--- src/rtl/middle_ram_scanner.sv ---
// ---------------------------------------------------------------------------
// middle_ram_scanner
//
// Read-side master for the middle image RAM. A start pulse makes it walk the
// whole frame in raster order, presenting read coordinates to the RAM
// controller. Read data comes back a fixed RD_LATENCY cycles later. It is
// collected in a small output FIFO and handed downstream as a valid/ready
// stream that carries the coordinates and the end-of-line/end-of-frame flags.
//
// Ports:
//   clock      system clock, all state on the rising edge
//   reset_n    asynchronous active-low reset
//   iStart     frame start request, sampled only while idle
//   oBusy      high while a frame is being scanned or drained
//   oDone      one-cycle pulse after the last pixel was accepted downstream
//   oRdcol     read column to the RAM controller
//   oRdrow     read row to the RAM controller
//   iRddata    RAM read data, RD_LATENCY cycles after the coordinate
//   oValid     output pixel valid (FIFO not empty)
//   iReady     downstream ready
//   oData      pixel value
//   oCol       pixel column
//   oRow       pixel row
//   oEol       pixel is the last one of its line
//   oLast      pixel is the last one of the frame
// ---------------------------------------------------------------------------
module middle_ram_scanner #(
    parameter int WIDTH_BITS      = 8,
    parameter int HEIGHT_BITS     = 8,
    parameter int RD_LATENCY      = 2,
    parameter int FIFO_DEPTH_BITS = 2
) (
    input  logic                   clock,
    input  logic                   reset_n,
    input  logic                   iStart,
    output logic                   oBusy,
    output logic                   oDone,
    output logic [WIDTH_BITS-1:0]  oRdcol,
    output logic [HEIGHT_BITS-1:0] oRdrow,
    input  logic [7:0]             iRddata,
    output logic                   oValid,
    input  logic                   iReady,
    output logic [7:0]             oData,
    output logic [WIDTH_BITS-1:0]  oCol,
    output logic [HEIGHT_BITS-1:0] oRow,
    output logic                   oEol,
    output logic                   oLast
);

    localparam int DEPTH = 1 << FIFO_DEPTH_BITS;
    localparam int CW    = FIFO_DEPTH_BITS + 1;
    localparam int EW    = 8 + WIDTH_BITS + HEIGHT_BITS + 2;

    localparam logic [WIDTH_BITS-1:0]  COL_MAX = '1;
    localparam logic [HEIGHT_BITS-1:0] ROW_MAX = '1;
    localparam logic [CW:0]            DEPTH_C = (CW+1)'(DEPTH);

    typedef enum logic [1:0] {
        ST_IDLE,
        ST_SCAN,
        ST_DRAIN
    } state_t;

    state_t                  state_q, state_d;
    logic [WIDTH_BITS-1:0]   col_q, col_d;
    logic [HEIGHT_BITS-1:0]  row_q, row_d;
    logic                    done_q, done_d;

    // In-flight pipe: one stage per cycle of RAM latency
    logic [RD_LATENCY-1:0]                  pipe_vld_q, pipe_vld_d;
    logic [RD_LATENCY-1:0][WIDTH_BITS-1:0]  pipe_col_q, pipe_col_d;
    logic [RD_LATENCY-1:0][HEIGHT_BITS-1:0] pipe_row_q, pipe_row_d;
    logic [CW-1:0]                          inflight;

    // Output FIFO
    logic [EW-1:0]                fifo_mem [DEPTH];
    logic [FIFO_DEPTH_BITS-1:0]   wr_ptr_q, wr_ptr_d;
    logic [FIFO_DEPTH_BITS-1:0]   rd_ptr_q, rd_ptr_d;
    logic [CW-1:0]                fifo_count_q, fifo_count_d;
    logic                         fifo_wr;
    logic                         fifo_rd;
    logic [EW-1:0]                wr_entry;
    logic [EW-1:0]                head;

    logic                         head_last;
    logic                         head_eol;
    logic [HEIGHT_BITS-1:0]       head_row;
    logic [WIDTH_BITS-1:0]        head_col;
    logic [7:0]                   head_data;

    logic [CW:0]                  credit_sum;
    logic                         issue;

    // -----------------------------------------------------------------------
    // Credit-based issue: everything already requested (in flight or
    // buffered) must still fit in the FIFO, so it can never overflow even
    // when downstream stalls indefinitely.
    // -----------------------------------------------------------------------
    always_comb begin
        inflight = '0;
        for (int i = 0; i < RD_LATENCY; i++) begin
            inflight = inflight + CW'(pipe_vld_q[i]);
        end
    end

    assign credit_sum = {1'b0, fifo_count_q} + {1'b0, inflight};
    assign issue      = (state_q == ST_SCAN) && (credit_sum < DEPTH_C);

    // -----------------------------------------------------------------------
    // FSM and read coordinate counter
    // -----------------------------------------------------------------------
    always_comb begin
        state_d = state_q;
        col_d   = col_q;
        row_d   = row_q;
        done_d  = 1'b0;
        case (state_q)
            ST_IDLE: begin
                if (iStart) begin
                    state_d = ST_SCAN;
                    col_d   = '0;
                    row_d   = '0;
                end
            end
            ST_SCAN: begin
                if (issue) begin
                    if (col_q == COL_MAX) begin
                        col_d = '0;
                        row_d = row_q + 1'b1;
                        if (row_q == ROW_MAX) begin
                            state_d = ST_DRAIN;
                        end
                    end else begin
                        col_d = col_q + 1'b1;
                    end
                end
            end
            ST_DRAIN: begin
                if (fifo_rd && head_last) begin
                    state_d = ST_IDLE;
                    done_d  = 1'b1;
                end
            end
            default: state_d = ST_IDLE;
        endcase
    end

    // -----------------------------------------------------------------------
    // In-flight pipe shift; the last stage lines up with iRddata
    // -----------------------------------------------------------------------
    always_comb begin
        pipe_vld_d    = '0;
        pipe_col_d    = '0;
        pipe_row_d    = '0;
        pipe_vld_d[0] = issue;
        pipe_col_d[0] = col_q;
        pipe_row_d[0] = row_q;
        for (int i = 1; i < RD_LATENCY; i++) begin
            pipe_vld_d[i] = pipe_vld_q[i-1];
            pipe_col_d[i] = pipe_col_q[i-1];
            pipe_row_d[i] = pipe_row_q[i-1];
        end
    end

    // -----------------------------------------------------------------------
    // FIFO bookkeeping
    // -----------------------------------------------------------------------
    assign fifo_wr  = pipe_vld_q[RD_LATENCY-1];
    assign fifo_rd  = oValid && iReady;
    assign wr_entry = {
        (pipe_col_q[RD_LATENCY-1] == COL_MAX) && (pipe_row_q[RD_LATENCY-1] == ROW_MAX),
        (pipe_col_q[RD_LATENCY-1] == COL_MAX),
        pipe_row_q[RD_LATENCY-1],
        pipe_col_q[RD_LATENCY-1],
        iRddata
    };

    always_comb begin
        wr_ptr_d     = wr_ptr_q;
        rd_ptr_d     = rd_ptr_q;
        fifo_count_d = fifo_count_q;
        if (fifo_wr) begin
            wr_ptr_d = wr_ptr_q + 1'b1;
        end
        if (fifo_rd) begin
            rd_ptr_d = rd_ptr_q + 1'b1;
        end
        case ({fifo_wr, fifo_rd})
            2'b10:   fifo_count_d = fifo_count_q + 1'b1;
            2'b01:   fifo_count_d = fifo_count_q - 1'b1;
            default: fifo_count_d = fifo_count_q;
        endcase
    end

    // Storage needs no reset: the count/pointers define what is valid
    always_ff @(posedge clock) begin
        if (fifo_wr) begin
            fifo_mem[wr_ptr_q] <= wr_entry;
        end
    end

    // -----------------------------------------------------------------------
    // State registers
    // -----------------------------------------------------------------------
    always_ff @(posedge clock or negedge reset_n) begin
        if (!reset_n) begin
            state_q      <= ST_IDLE;
            col_q        <= '0;
            row_q        <= '0;
            done_q       <= 1'b0;
            pipe_vld_q   <= '0;
            pipe_col_q   <= '0;
            pipe_row_q   <= '0;
            wr_ptr_q     <= '0;
            rd_ptr_q     <= '0;
            fifo_count_q <= '0;
        end else begin
            state_q      <= state_d;
            col_q        <= col_d;
            row_q        <= row_d;
            done_q       <= done_d;
            pipe_vld_q   <= pipe_vld_d;
            pipe_col_q   <= pipe_col_d;
            pipe_row_q   <= pipe_row_d;
            wr_ptr_q     <= wr_ptr_d;
            rd_ptr_q     <= rd_ptr_d;
            fifo_count_q <= fifo_count_d;
        end
    end

    // -----------------------------------------------------------------------
    // Outputs; payload is forced to zero while empty so that reset and idle
    // present all-zero outputs regardless of stale FIFO contents.
    // -----------------------------------------------------------------------
    assign head = fifo_mem[rd_ptr_q];
    assign {head_last, head_eol, head_row, head_col, head_data} = head;

    assign oValid = (fifo_count_q != '0);
    assign oData  = oValid ? head_data : '0;
    assign oCol   = oValid ? head_col  : '0;
    assign oRow   = oValid ? head_row  : '0;
    assign oEol   = oValid && head_eol;
    assign oLast  = oValid && head_last;

    assign oBusy  = (state_q != ST_IDLE);
    assign oDone  = done_q;
    assign oRdcol = col_q;
    assign oRdrow = row_q;

endmodule

--- config.mk ---
export PLATFORM = sky130hd
export DESIGN_NAME = middle_ram_scanner
export DESIGN_NICKNAME = d
export VERILOG_FILES = /design/src/rtl/middle_ram_scanner.sv
export SDC_FILE = /design/constraint.sdc
export NUM_CORES = 1
export LEC_CHECK = 0
export BUFFER_PORTS_ARGS = -buffer_cell sky130_fd_sc_hd__buf_2
export CORE_MARGIN = 5
export CORE_UTILIZATION = 27
export CTS_BUF_LIST = sky130_fd_sc_hd__clkbuf_8 sky130_fd_sc_hd__clkbuf_16
export CTS_CLUSTER_DIAMETER = 120
export DETAILED_ROUTE_END_ITERATION = 8
export PLACE_DENSITY = 0.42
export REMOVE_ABC_BUFFERS = 1
export SETUP_SLACK_MARGIN = 0.1
export SLEW_MARGIN = 10
export SYNTH_ARGS = -nofsm -noshare
export SYNTH_HDL_FRONTEND = slang
export SYNTH_SLANG_ARGS = --single-unit
--- constraint.sdc ---
create_clock -name clock -period 2.01 [get_ports clock]
set_clock_uncertainty 0.1 [all_clocks]
set_input_delay 0.201 -clock clock [delete_from_list [all_inputs] [get_ports clock]]
set_output_delay 0.201 -clock clock [all_outputs]
set_load 0.005 [all_outputs]
# Word level (Yosys, flattened, before mapping)
# Memory sizes are Yosys's and may differ from the RTL's.
# Index checks and enable logic that the tools add are counted.
# word_totals
register_bits,60
mem_bits_rw,104
inputBits,12
output_inout_bits,45
n_memories,1
# op_classes
add_sub_neg,8
order_cmp,1
eq_ne,13
n_mux,21
n_reduce_logical,14
# mem_list
memory,words,word_bits,rd,rd_ports_with_merged_regs,wr,line_no,source
fifo_mem,4,26,1,0,1,76,logic [EW-1:0] fifo_mem [DEPTH];
# ops
cell,n
$mux 8,8
$eq 8x8->1 const B,4
$pmux 8 s2,2
$add 8x1->8 const B,2
$mux 2,5
$logic_and 1x1->1,6
$ne 2x2->1 const B,3
$pmux 2 s3,1
$pmux 3 s2,1
$reduce_bool 2->1,3
$reduce_and 5->1,1
$add 2x1->2 const B,2
$add 3x2->4,1
$eq 2x1->1 const B,2
$eq 2x2->1 const B,2
$lt 4x3->1 const B,1
$mux 1,4
$ne 2x1->1 const B,2
$reduce_and 4->1,1
$add 3x1->3 const B,1
$reduce_and 3->1,1
$reduce_bool 3->1,1
$sub 3x1->3 const B,1
$add 1x1->2,1
$logic_not 2->1,1

# Logic depth before layout (Yosys ltp)
# Gate-level depths: netlist (run 1).
# depth
ltp_word,6
depth_mapped,9

# Worst setup path after synthesis (run 1)
# No wires, ideal clock.
# synth_path
path_kind,register -> register
from,reg fifo_count_q[1]
to,reg fifo_count_q[1]
t_arrival_ns,1.926
slack_ns,-0.099
path_stages_with_launch,8
n_path_buf,1
cell_sequence,dfrtp_1 -> or3_1 -> clkbuf_1 -> and2_1 -> ha_1 -> inv_1 -> fa_1 -> o21ai_0
# synth_between
elab_chain_len,4
elab_cells_between_ends,8
cone_classes,add/sub (2); eq/ne (2); mux (1); reduce/logical (3)
# synth_lines
element,line_no,source
from (decl),79,"logic [CW-1:0] fifo_count_q, fifo_count_d;"
from (signal assigned),227,fifo_count_q <= fifo_count_d;
$reduce_bool 3->1 *,238,assign oValid = (fifo_count_q != '0);
$logic_and 1x1->1 *,169,assign fifo_rd = oValid && iReady;
net fifo_rd,81,logic fifo_rd;
$eq 2x1->1 or $eq 2x2->1 (tied branches),188,"case ({fifo_wr, fifo_rd})"
$pmux 3 s2 or $reduce_bool 2->1 (tied branches),--,
# Mark *: on every way through the listed nets, which the timed path passes. The rest lies on a longest branch.
# A chain may end at the register's enable or synchronous reset.

# Worst setup path in the final report (run 1)
# layout_path
from,reg pipe_vld_q[0]
to,reg col_q[0] (netlist: oRdcol[0])
# layout_between
elab_chain_len,6
# layout_lines
element,line_no,source
from (decl),70,"logic [RD_LATENCY-1:0] pipe_vld_q, pipe_vld_d;"
from (signal assigned),222,pipe_vld_q <= pipe_vld_d;
$add 1x1->2,102,inflight = inflight + CW'(pipe_vld_q[i]);
$add 3x2->4,106,"assign credit_sum = {1'b0, fifo_count_q} + {1'b0, inflight};"
$lt 4x3->1,107,assign issue = (state_q == ST_SCAN) && (credit_sum < DEPTH_C);
$logic_and 1x1->1,107,
$ne 2x2->1 (no line),--,
$reduce_and 3->1 (no line),--,
to (signal assigned),219,col_q <= col_d;
to (decl),65,"logic [WIDTH_BITS-1:0] col_q, col_d;"
# Every way passes these cells.

==> metrics.md, run 1 <==
| Metric | Value |
|---|---|
| Status | complete, but fails checks |
| Violated checks | setup timing |
| Initial DRC count | 199 |
| Least-Margin Pin Slew | 693.6 ps |
| Post-layout minimum cycle time | 2178 ps |
| Syn Inst Count | 379 |
| Chip width | 164.0 um |
| Yosys reg bits | 164 |
| Global-route wire length before repair | 22.11 mm |
| Maximum clock rate | 0.4592 GHz |
| Number of global-route vias before repair | 3,857 |
| Crit Path Max Fanout | 4 |
| Drt pass-1 iters | 4 |
| Post-Syn Area | 6404 um2 |
| Setup violators final | 37 |
| Ranking of synthesized cells by area | edfxtp_1 49%, dfrtp_1 23%, mux4_2 9.1%, and2_1 3.4%, buf_4 1.9% |
| Crit-path cells | ha_1, a21o_1, buf_6, a211o_4, or4_4, a21oi_2 |
| Gate power share | 37.6% |
| FFs w/ async S/R, synth | 36.59% |
| Row count | 56 |
| Io pins | 57 |
| Core box area | 23,400 um2 |
| Avg Vias per Cell | 4.442 |
| Non-filler cells in the finished layout | 812 |
| Sequential element share of the synthesized area | 72.22% |
| Setup TNS | -3954 ps |
| Final Hold Vio Count | 0 |
| Synth top area share | 48.77% |
| Setup CP Type | flop to flop |
| CP Data Arrival Time | 2430 ps |
| DP HPWL | 8.551 mm |
| Fraction of power consumed by sequential logic | 36.8% |
| Pleak | 3.266 nW |
| Yosys top cell by area | edfxtp_1 |
| Hold WC Path Type | input port to flop |
| Initial antenna violation count | 0 |
| Yosys cell types | 38 |
| Number of instances in the placed design | 755 |
| CTS root buf | clkbuf_16 |
| Reg clk slew, reported paths | 60 ps |
| Die area | 26,900 um2 |
| TritonCTS clock tree | built |
| Net switching power | 3.899 mW |
| Layout cells sized above 1 | 40.97% |
| Chip height | 164.0 um |
| Setup ws final | -167.5 ps |
| Longest Clk Path Bufs | 2 |
| Syn_area_per_cell | 16.90 um2 |
| Drc violations | 0 |
| Number of synthesized flops with an enable pin | 104 |
| Drt wl/cell | 17.75 um |
| Yosys warns | 0 |
| H-tree depth | 4 |
| Crit path capture type | flop |
| Most frequent cells in the layout | 104 x edfxtp_1, 59 x dfrtp_1, 39 x buf_2, 27 x buf_6, 26 x mux4_2 |
| Max IR drop VDD | 507.4 uV |
| Num CTS Buffers | 17 |
| Relative slew slack | 53.33% |
| RSZ-0062 raised after global routing | yes |
| Routability cong. | 0.7243 |
| PwrDens | 1602 nW/um2 |
| Max cap viols | 0 |
| Pint | 9.693 mW |
| Overall routing resource usage | 11.13% |
| Largest stage delay on the critical path | 480 ps |
| Critical-path top delay cell | or4_4 |
| Post-synth top flop | edfxtp_1 |
| P&R area growth vs syn | 32.49% |
| Initial Util | 27.36% |
| Diodes inserted | 0 |
| Largest net degree at the start of global routing | 61 |
| GRT overflow | 0 |
| Final WL | 14.42 mm |
| Vias | 3,607 |
| Port Buffers | 56 |
| Req. time, crit path | 2260 ps |
| Most common cell after layout, fill and taps aside | edfxtp_1 |
| CP Launch Type | flop |
| Clk pwr share | 25.6% |
| Fin nets | 501 |
| Slew Limit Fails | 0 |
| Final ANT Viol Nets | 0 |
| Net Sw Frac | 28.69% |
| Later-pin clock latency in the skew report | 420 ps |
| Period utilization | 108.3% |
| CTS sink cnt | 164 |
==> Yosys cell counts (all sizes together), types with 8 or more instances <==
cell type and n:
dfrtp 60, clkbuf 8, and2 35, or4 8, mux4 26, a21oi 12, ha 8, nand3 11
buf 21, nand2 15, inv 12, edfxtp 104
==> state kept, by name, summed over array words and instances, names as in the netlist, 3 cells and up <==
signal and flops:
oRdcol 8, pipe_col_d 8, fifo_mem 104, oRdrow 8, pipe_row_d 8, pipe_col_q 8
pipe_row_q 8, fifo_count_q 3
==> kinds of logic after synthesis <==
family,count (synthesis),synth area share (%)
fa+ha+maj,9,1.876
buf+inv,41,3.537
compound gates,35,3.537
simple gates,97,8.734
xor+xnor,7,0.9574
mux,26,9.144
flops,164,72.22
==> what timing repair did <==
item	CTS	global route
endpoints found under the hold margin	92	0
gates cloned	3	2
buffers inserted	10	1
pin swaps	38	28
setup endpoints to repair	43	43
hold buffers	9	0
gates resized for setup	44	42
==> final timing paths <==
kind                       cells past startpoint             end  slack, ps      startpoint
setup reg to reg                               6       oRdcol[0]       -170   pipe_vld_q[0]
min in group asynchronous                      3       oRdrow[5]        200         reset_n
hold / removal                                 3           oDone         20          iReady
hold reg to reg                                0  pipe_col_q[15]        240  pipe_col_d[15]
setup / recovery                               6       oRdcol[0]       -170   pipe_vld_q[0]
max in group asynchronous                      3     rd_ptr_q[0]       1310         reset_n
==> layout make-up <==
| type | instances | area, um2 |
|---|---|---|
| repair buffers | 109 | 999.7 |
| clock buffers | 17 | 425.4 |
| fillers | 2234 | 14920 |
| inverters | 12 | 47.55 |
| flip-flops and latches | 164 | 4626 |
| clock inverters | 15 | 214.0 |
| multi-input cells | 176 | 1773 |
| well taps | 319 | 399.1 |
==> stage by stage <==
step | util (%) | power (mW) | hold WS, ps | setup slack, ps | cell area [um2]
after floorplan | - | 6.959 | -194.6 | -314.2 | 6222
after global placement | 30.83 | 8.753 | 132.1 | -215.7 | 7216
after detailed placement | 30.83 | 8.842 | 135.1 | -273.0 | 7216
after CTS | 35.23 | 13.09 | 12.44 | -201.9 | 8244
after global routing | 36.25 | 14.42 | 26.72 | -227.0 | 8484
final | 36.25 | 13.59 | 23.52 | -167.5 | 8484
==> layer usage <==
| metal | up-vias | GRT usage (%) | routed length [um] |
|---|---|---|---|
| met3 | 14 | 3.338 | 510 |
| met2 | 79 | 18.68 | 7477 |
| li1 | 1638 | - | - |
| met1 | 1876 | 13.91 | 6272 |
| met5 | - | 0 | 0 |
| met4 | 0 | 3.355 | 156 |
==> power groups by stage <==
stage / clock network [mW] / logic (mW) / registers, mW
finish: 3.48 / 5.11 / 5.00
CTS: 3.58 / 4.50 / 5.00
global route: 3.73 / 5.60 / 5.09
floorplan: 0 / 1.77 / 5.19
global placement: 0 / 3.74 / 5.01
detailed placement: 0 / 3.77 / 5.07
==> critical path: cells and delay by family (launching register included) <==
kind,cells,cell delay [ps]
compound gates,3,690
flops,1,380
simple gates,1,480
buf+inv,1,140
fa+ha+maj,1,310
Power figures use the tool's default switching activity.
==> inputs of run 2 (changes only) <==
Settings changed: CORE_UTILIZATION 27 to 50, PLACE_DENSITY 0.42 to 0.69.
==> metrics.md, run 2 (same netlist as run 1, synthesis figures left out) <==
| Metric | Value |
|---|---|
| Status | complete, but fails checks |
| Violated checks | setup timing |
| Largest net degree at the start of global routing | 33 (-46%) |
| Drc violations | 0 (unchanged) |
| Reg2reg start | pipe_vld_q[0] |
| Max IR drop VDD | 746.8 uV (+47%) |
| FF+latch area | 4626 um2 (unchanged) |
| Number of global-route vias before repair | 3,681 (-4.6%) |
| Vias | 3,567 (-1.1%) |
| Setup CP Type | flop to primary output |
| Post-layout minimum cycle time | 2226 ps (+48.59 ps) |
| Pre-CTS setup slack | -190.6 ps (+82.37 ps) |
| Layout cells sized above 1 | 42.09% (+1.1 points) |
| Min-Delay Endpoint | oDone |
| Biggest register | fifo_mem |
| Reg-to-reg slack, setup | -140 ps (+30 ps) |
| CP Data Arrival Time | 1930 ps (-500 ps) |
| CP Launch Type | flop |
| Port Buffers | 56 (unchanged) |
| Total power | 13.04 mW (-4.1%) |
| Core box area | 12,570 um2 (-46%) |
| PwrDens | 1597 nW/um2 (-0.35%) |
| Chip width | 123.2 um (-25%) |
| Initial antenna violation count | 0 (unchanged) |
| Hold WC Path Type | input port to flop |
| Row count | 41 (-27%) |
| Maximum clock rate | 0.4492 GHz (-2.2%) |
| Final WL | 12.18 mm (-16%) |
| Diodes inserted | 0 (unchanged) |
| Longest Clk Path Bufs | 2 (unchanged) |
| Global-route wire length before repair | 19.07 mm (-14%) |
| Io pins | 57 (unchanged) |
| Least-Margin Pin Slew | 525.2 ps (-168.4 ps) |
| Routability cong. | 0.8344 (+15%) |
| Finished Core Util | 64.97% (+29 points) |
| Crit path capture type | primary output |
| Later-pin clock latency in the skew report | 420 ps (about the same) |
| Area of the multi-input gates | 1760 um2 (-0.71%) |
| Most common cell after layout, fill and taps aside | edfxtp_1 |
| Req. time, crit path | 1710 ps (-550 ps) |
| Setup ws final | -216.1 ps (-48.59 ps) |
| Reg clk slew, reported paths | 70 ps (about the same) |
| DP HPWL | 7.249 mm (-15%) |
| Final ANT Viol Nets | 0 (unchanged) |
| Fin Hold WS | 29.55 ps (+6.027 ps) |
| Most frequent cells in the layout | 104 x edfxtp_1, 59 x dfrtp_1, 40 x buf_2, 26 x mux4_2, 26 x buf_4 |
| GRT overflow | 0 (unchanged) |
| Largest register FFs | 104 (unchanged) |
| Pleak | 3.201 nW (-2.0%) |
| Reg2reg path depth | 6 (unchanged) |
| Initial Util | 50.95% (+24 points) |
| CTS root buf | clkbuf_16 |
| Die area | 15,170 um2 (-44%) |
| TritonCTS clock tree | built |
| Hold Path Depth | 3 (unchanged) |
| Fill cells | 837 (-63%) |
| Period utilization | 110.8% (+2.4 points) |
| Drt pass-1 iters | 4 (unchanged) |
| Initial DRC count | 267 (+34%) |
| R2r endpoint | oRdrow[6] |
| Min-delay src | iReady |
| Overall routing resource usage | 17.09% (+6.0 points) |
| Relative slew slack | 64.66% (+11 points) |
| Fin nets | 495 (-1.2%) |
| Crit Path Max Fanout | 8 (+4) |
| H-tree depth | 4 (unchanged) |
| Chip height | 123.2 um (-25%) |
| RSZ-0062 raised after global routing | yes |
| Slew Limit Fails | 0 (unchanged) |
| Final Hold Vio Count | 0 (unchanged) |
| Max cap viols | 0 (unchanged) |
| CTS sink cnt | 164 (unchanged) |
| Avg Vias per Cell | 5.413 (+22%) |
| P&R area growth vs syn | 27.51% |
| Setup violators final | 34 (-8.1%) |
| Drt wl/cell | 18.48 um (+4.1%) |
| Num CTS Buffers | 17 (unchanged) |
## run 2: worst max-delay path by stage
| stage | slack, ps | endpoint | from |
|---|---|---|---|
| floorplan | -310 | oLast | rd_ptr_q[0] |
| global placement | -140 | oRdcol[6] | fifo_count_q[0] |
| detailed placement | -190 | oRdrow[7] | fifo_count_q[0] |
| CTS | -240 | oCol[3] | rd_ptr_q[0] |
| global route | -280 | oCol[5] | rd_ptr_q[0] |
| finish | -220 | oCol[5] | rd_ptr_q[0] |
## run 2: area by class of cell
cell class	count	area share (%)
clock buffers	17	5.210
clock inverters	15	2.329
inverters	12	0.6129
multi-input cells	175	21.56
flip-flops and latches	164	56.65
well taps	172	2.636
repair buffers	104	11.00
## run 2: metrics by stage
| step | cells | area (um2) | setup TNS (ps) |
|---|---|---|---|
| global route | 659 | 8165 | -6892 |
| finish | 659 | 8165 | -4759 |
| global placement | 608 | 7032 | -937.2 |
| CTS | 655 | 7910 | -4419 |
| floorplan | 350 | 6222 | -9177 |
| detailed placement | 608 | 7032 | -1547 |
## run 2: power breakdown
| part | switching (mW) | internal [mW] | leakage, nW |
|---|---|---|---|
| Clock | 1.25 | 2.06 | 0.301 |
| Sequential | 0.411 | 4.60 | 1.72 |
| Combinational | 2.03 | 2.67 | 1.18 |
| Total | 3.70 | 9.34 | 3.20 |
## run 2: timing repair
| item | 4_1_cts | 5_1_grt |
|---|---|---|
| hold buffers | 9 | 0 |
| cloned | 2 | 0 |
| buffers inserted | 4 | 4 |
| setup endpoints to repair | 43 | 40 |
| resized for setup | 30 | 52 |
| pin swaps | 20 | 17 |
| hold endpoints to repair | 82 | 0 |
## run 2: routing by layer
metal	GRT usage (%)	vias to the layer above	share of wire (%)
met4	6.574	0	1.3
met5	0	-	0
met2	28.03	97	52
met3	4.026	13	4.2
li1	-	1623	-
met1	22.31	1834	43
## run 2: critical path, cell delays in order (launching register included)
cell	delay, ps
dfrtp_2	430
buf_12	120
buf_12	130
mux4_2	520
and2_4	190
buf_6	110
==> inputs of run 3 (changes only) <==
Settings changed: MAX_ROUTING_LAYER set to met4.
==> metrics.md, run 3 (same netlist as run 1, synthesis figures left out) <==
| Metric | Value |
|---|---|
| Status | complete, but fails checks |
| Violated checks | setup timing |
| Clk pwr share | 25.4% (about the same) |
| Most common cell after layout, fill and taps aside | edfxtp_1 |
| FF+latch area | 4626 um2 (unchanged) |
| H-tree depth | 4 (unchanged) |
| Diodes inserted | 0 (unchanged) |
| Slew Limit Fails | 0 (unchanged) |
| Global-route wire length before repair | 19.08 mm (about the same) |
| PwrDens | 1597 nW/um2 (about the same) |
| TritonCTS clock tree | built |
| Avg Vias per Cell | 5.375 (-0.70%) |
| Setup CP Type | flop to primary output |
| Longest Clk Path Bufs | 2 (unchanged) |
| Crit Path Max Fanout | 8 (unchanged) |
| Finished Core Util | 64.97% (unchanged) |
| Setup violators final | 34 (unchanged) |
| Fin nets | 495 (unchanged) |
| Later-pin clock latency in the skew report | 420 ps (about the same) |
| Drt pass-1 iters | 4 (unchanged) |
| Gate power share | 36.1% (about the same) |
| Chip height | 123.2 um (unchanged) |
| Biggest register | fifo_mem |
| Final Hold Vio Count | 0 (unchanged) |
| Relative slew slack | 64.31% (-0.35 points) |
| Post-layout minimum cycle time | 2225 ps (-1.565 ps) |
| GRT busiest layer | met2 |
| GRT overflow | 0 (unchanged) |
| Reg2reg path depth | 6 (unchanged) |
| RSZ-0062 raised after global routing | yes |
| Largest net degree at the start of global routing | 33 (unchanged) |
| Period utilization | 110.7% (about the same) |
| Num CTS Buffers | 17 (unchanged) |
| Routability cong. | 0.8472 (+1.5%) |
| Initial antenna violation count | 0 (unchanged) |
| Number of global-route vias before repair | 3,669 (-0.33%) |
| Final instance area | 8165 um2 (unchanged) |
| Chip width | 123.2 um (unchanged) |
| Total power | 13.04 mW (about the same) |
| Final ANT Viol Nets | 0 (unchanged) |
| Crit path capture type | primary output |
| DP HPWL | 7.249 mm (unchanged) |
| Drc violations | 0 (unchanged) |
| Vias | 3,542 (-0.70%) |
| Net switching power | 3.696 mW (about the same) |
| Hold WC Path Type | input port to flop |
| Least-Margin Pin Slew | 530.5 ps (+5.261 ps) |
| P&R area growth vs syn | 27.51% (unchanged) |
| Non-filler cells in the finished layout | 659 (unchanged) |
| Overall routing resource usage | 17.60% (+0.51 points) |
| Number of instances in the placed design | 608 (unchanged) |
| Die area | 15,170 um2 (unchanged) |
| CP Launch Type | flop |
| Net Sw Frac | 28.35% (about the same) |
| CTS root buf | clkbuf_16 |
| Io pins | 57 (unchanged) |
| CTS sink cnt | 164 (unchanged) |
| Hold Path Depth | 4 (+1) |
| Pleak | 3.201 nW (unchanged) |
| Initial DRC count | 269 (+0.75%) |
| Reg clk slew, reported paths | 60 ps (about the same) |
| Maximum clock rate | 0.4495 GHz (about the same) |
| Port Buffers | 56 (unchanged) |
| Largest register FFs | 104 (unchanged) |
| Setup ws final | -214.5 ps (+1.565 ps) |
| Placed cell areas | 7032 um2 (unchanged) |
| Fraction of power consumed by sequential logic | 38.5% (about the same) |
| Area of the multi-input gates | 1760 um2 (unchanged) |
| Max cap viols | 0 (unchanged) |
| Most frequent cells in the layout | 104 x edfxtp_1, 59 x dfrtp_1, 40 x buf_2, 26 x mux4_2, 26 x buf_4 |
| GRT met3 Usage | 3.888% (-0.14 points) |
| Row count | 41 (unchanged) |
| Drt wl/cell | 18.47 um (about the same) |
| Grt met2 use | 28.03% (unchanged) |
| Fill cells | 837 (unchanged) |
| Met1 GRT Util | 22.41% (+0.095 points) |
| Max IR drop VDD | 747.2 uV (about the same) |
| Initial Util | 50.95% (unchanged) |
| Final WL | 12.17 mm (about the same) |
| CP Data Arrival Time | 1920 ps (about the same) |
| Req. time, crit path | 1710 ps (about the same) |
| Layout cells sized above 1 | 42.09% (unchanged) |
| Pint | 9.341 mW (about the same) |
| Core box area | 12,570 um2 (unchanged) |
==> run 3: cell counts in the layout (fill, tap and decap cells not counted) <==
Identical to the previous run, type by type.
==> run 3: timing repair <==
action,in CTS,in global routing
endpoints found under the setup margin,43,40
resized for setup,30,52
hold endpoints to repair,82,0
hold buffers,9,0
setup buffers,4,4
cloned,2,0
pin swaps,20,17
==> run 3: power groups by stage <==
stage / Sequential (mW) / Clock [mW] / Combinational (mW)
finish: 5.02 / 3.31 / 4.71
detailed placement: 5.07 / 0 / 3.60
global route: 5.11 / 3.52 / 5.11
global placement: 5.01 / 0 / 3.54
CTS: 5.01 / 3.36 / 4.20
floorplan: 5.19 / 0 / 1.77
==> run 3: through the flow <==
step / hold slack [ps] / worst slack [ps] / TNS [ps]
6_report: 36.87 / -214.5 / -4667
5_1_grt: 41.94 / -278.5 / -6888
4_1_cts: 13.15 / -236.6 / -4419
3_5_place_dp: 71.87 / -190.6 / -1547
3_3_place_gp: 62.11 / -140.6 / -937.2
2_1_floorplan: -194.6 / -314.2 / -9177
==> run 3: critical path, stage by stage (launching register included) <==
cell	delay (ps)
dfrtp_2	430
buf_12	120
buf_12	130
mux4_2	520
and2_4	190
buf_6	110
==> run 3: final cells by class <==
class | count | area share, %
multi-input combinational | 175 | 21.56
inverter | 12 | 0.6129
tap | 172 | 2.636
clock inverter | 15 | 2.329
timing repair buffer | 104 | 11.00
clock buffer | 17 | 5.210
sequential | 164 | 56.65
==> run 3: metal layers <==
| layer | part of all wire [%] | routed length [um] |
|---|---|---|
| met4 | 1.6 | 191 |
| met3 | 4.3 | 529 |
| met2 | 51 | 6252 |
| met1 | 43 | 5196 |
| met5 | 0 | 0 |
==> run 3: worst paths after layout <==
check	to	start	slack, ps
min	oRdcol[1]	iStart	40
max in group asynchronous	pipe_row_q[11]	reset_n	1120
min in group asynchronous	oRdcol[1]	reset_n	160
max	oCol[5]	rd_ptr_q[0]	-210
min reg2reg	pipe_col_q[14]	pipe_col_d[14]	250
max reg2reg	oRdrow[6]	pipe_vld_q[0]	-130
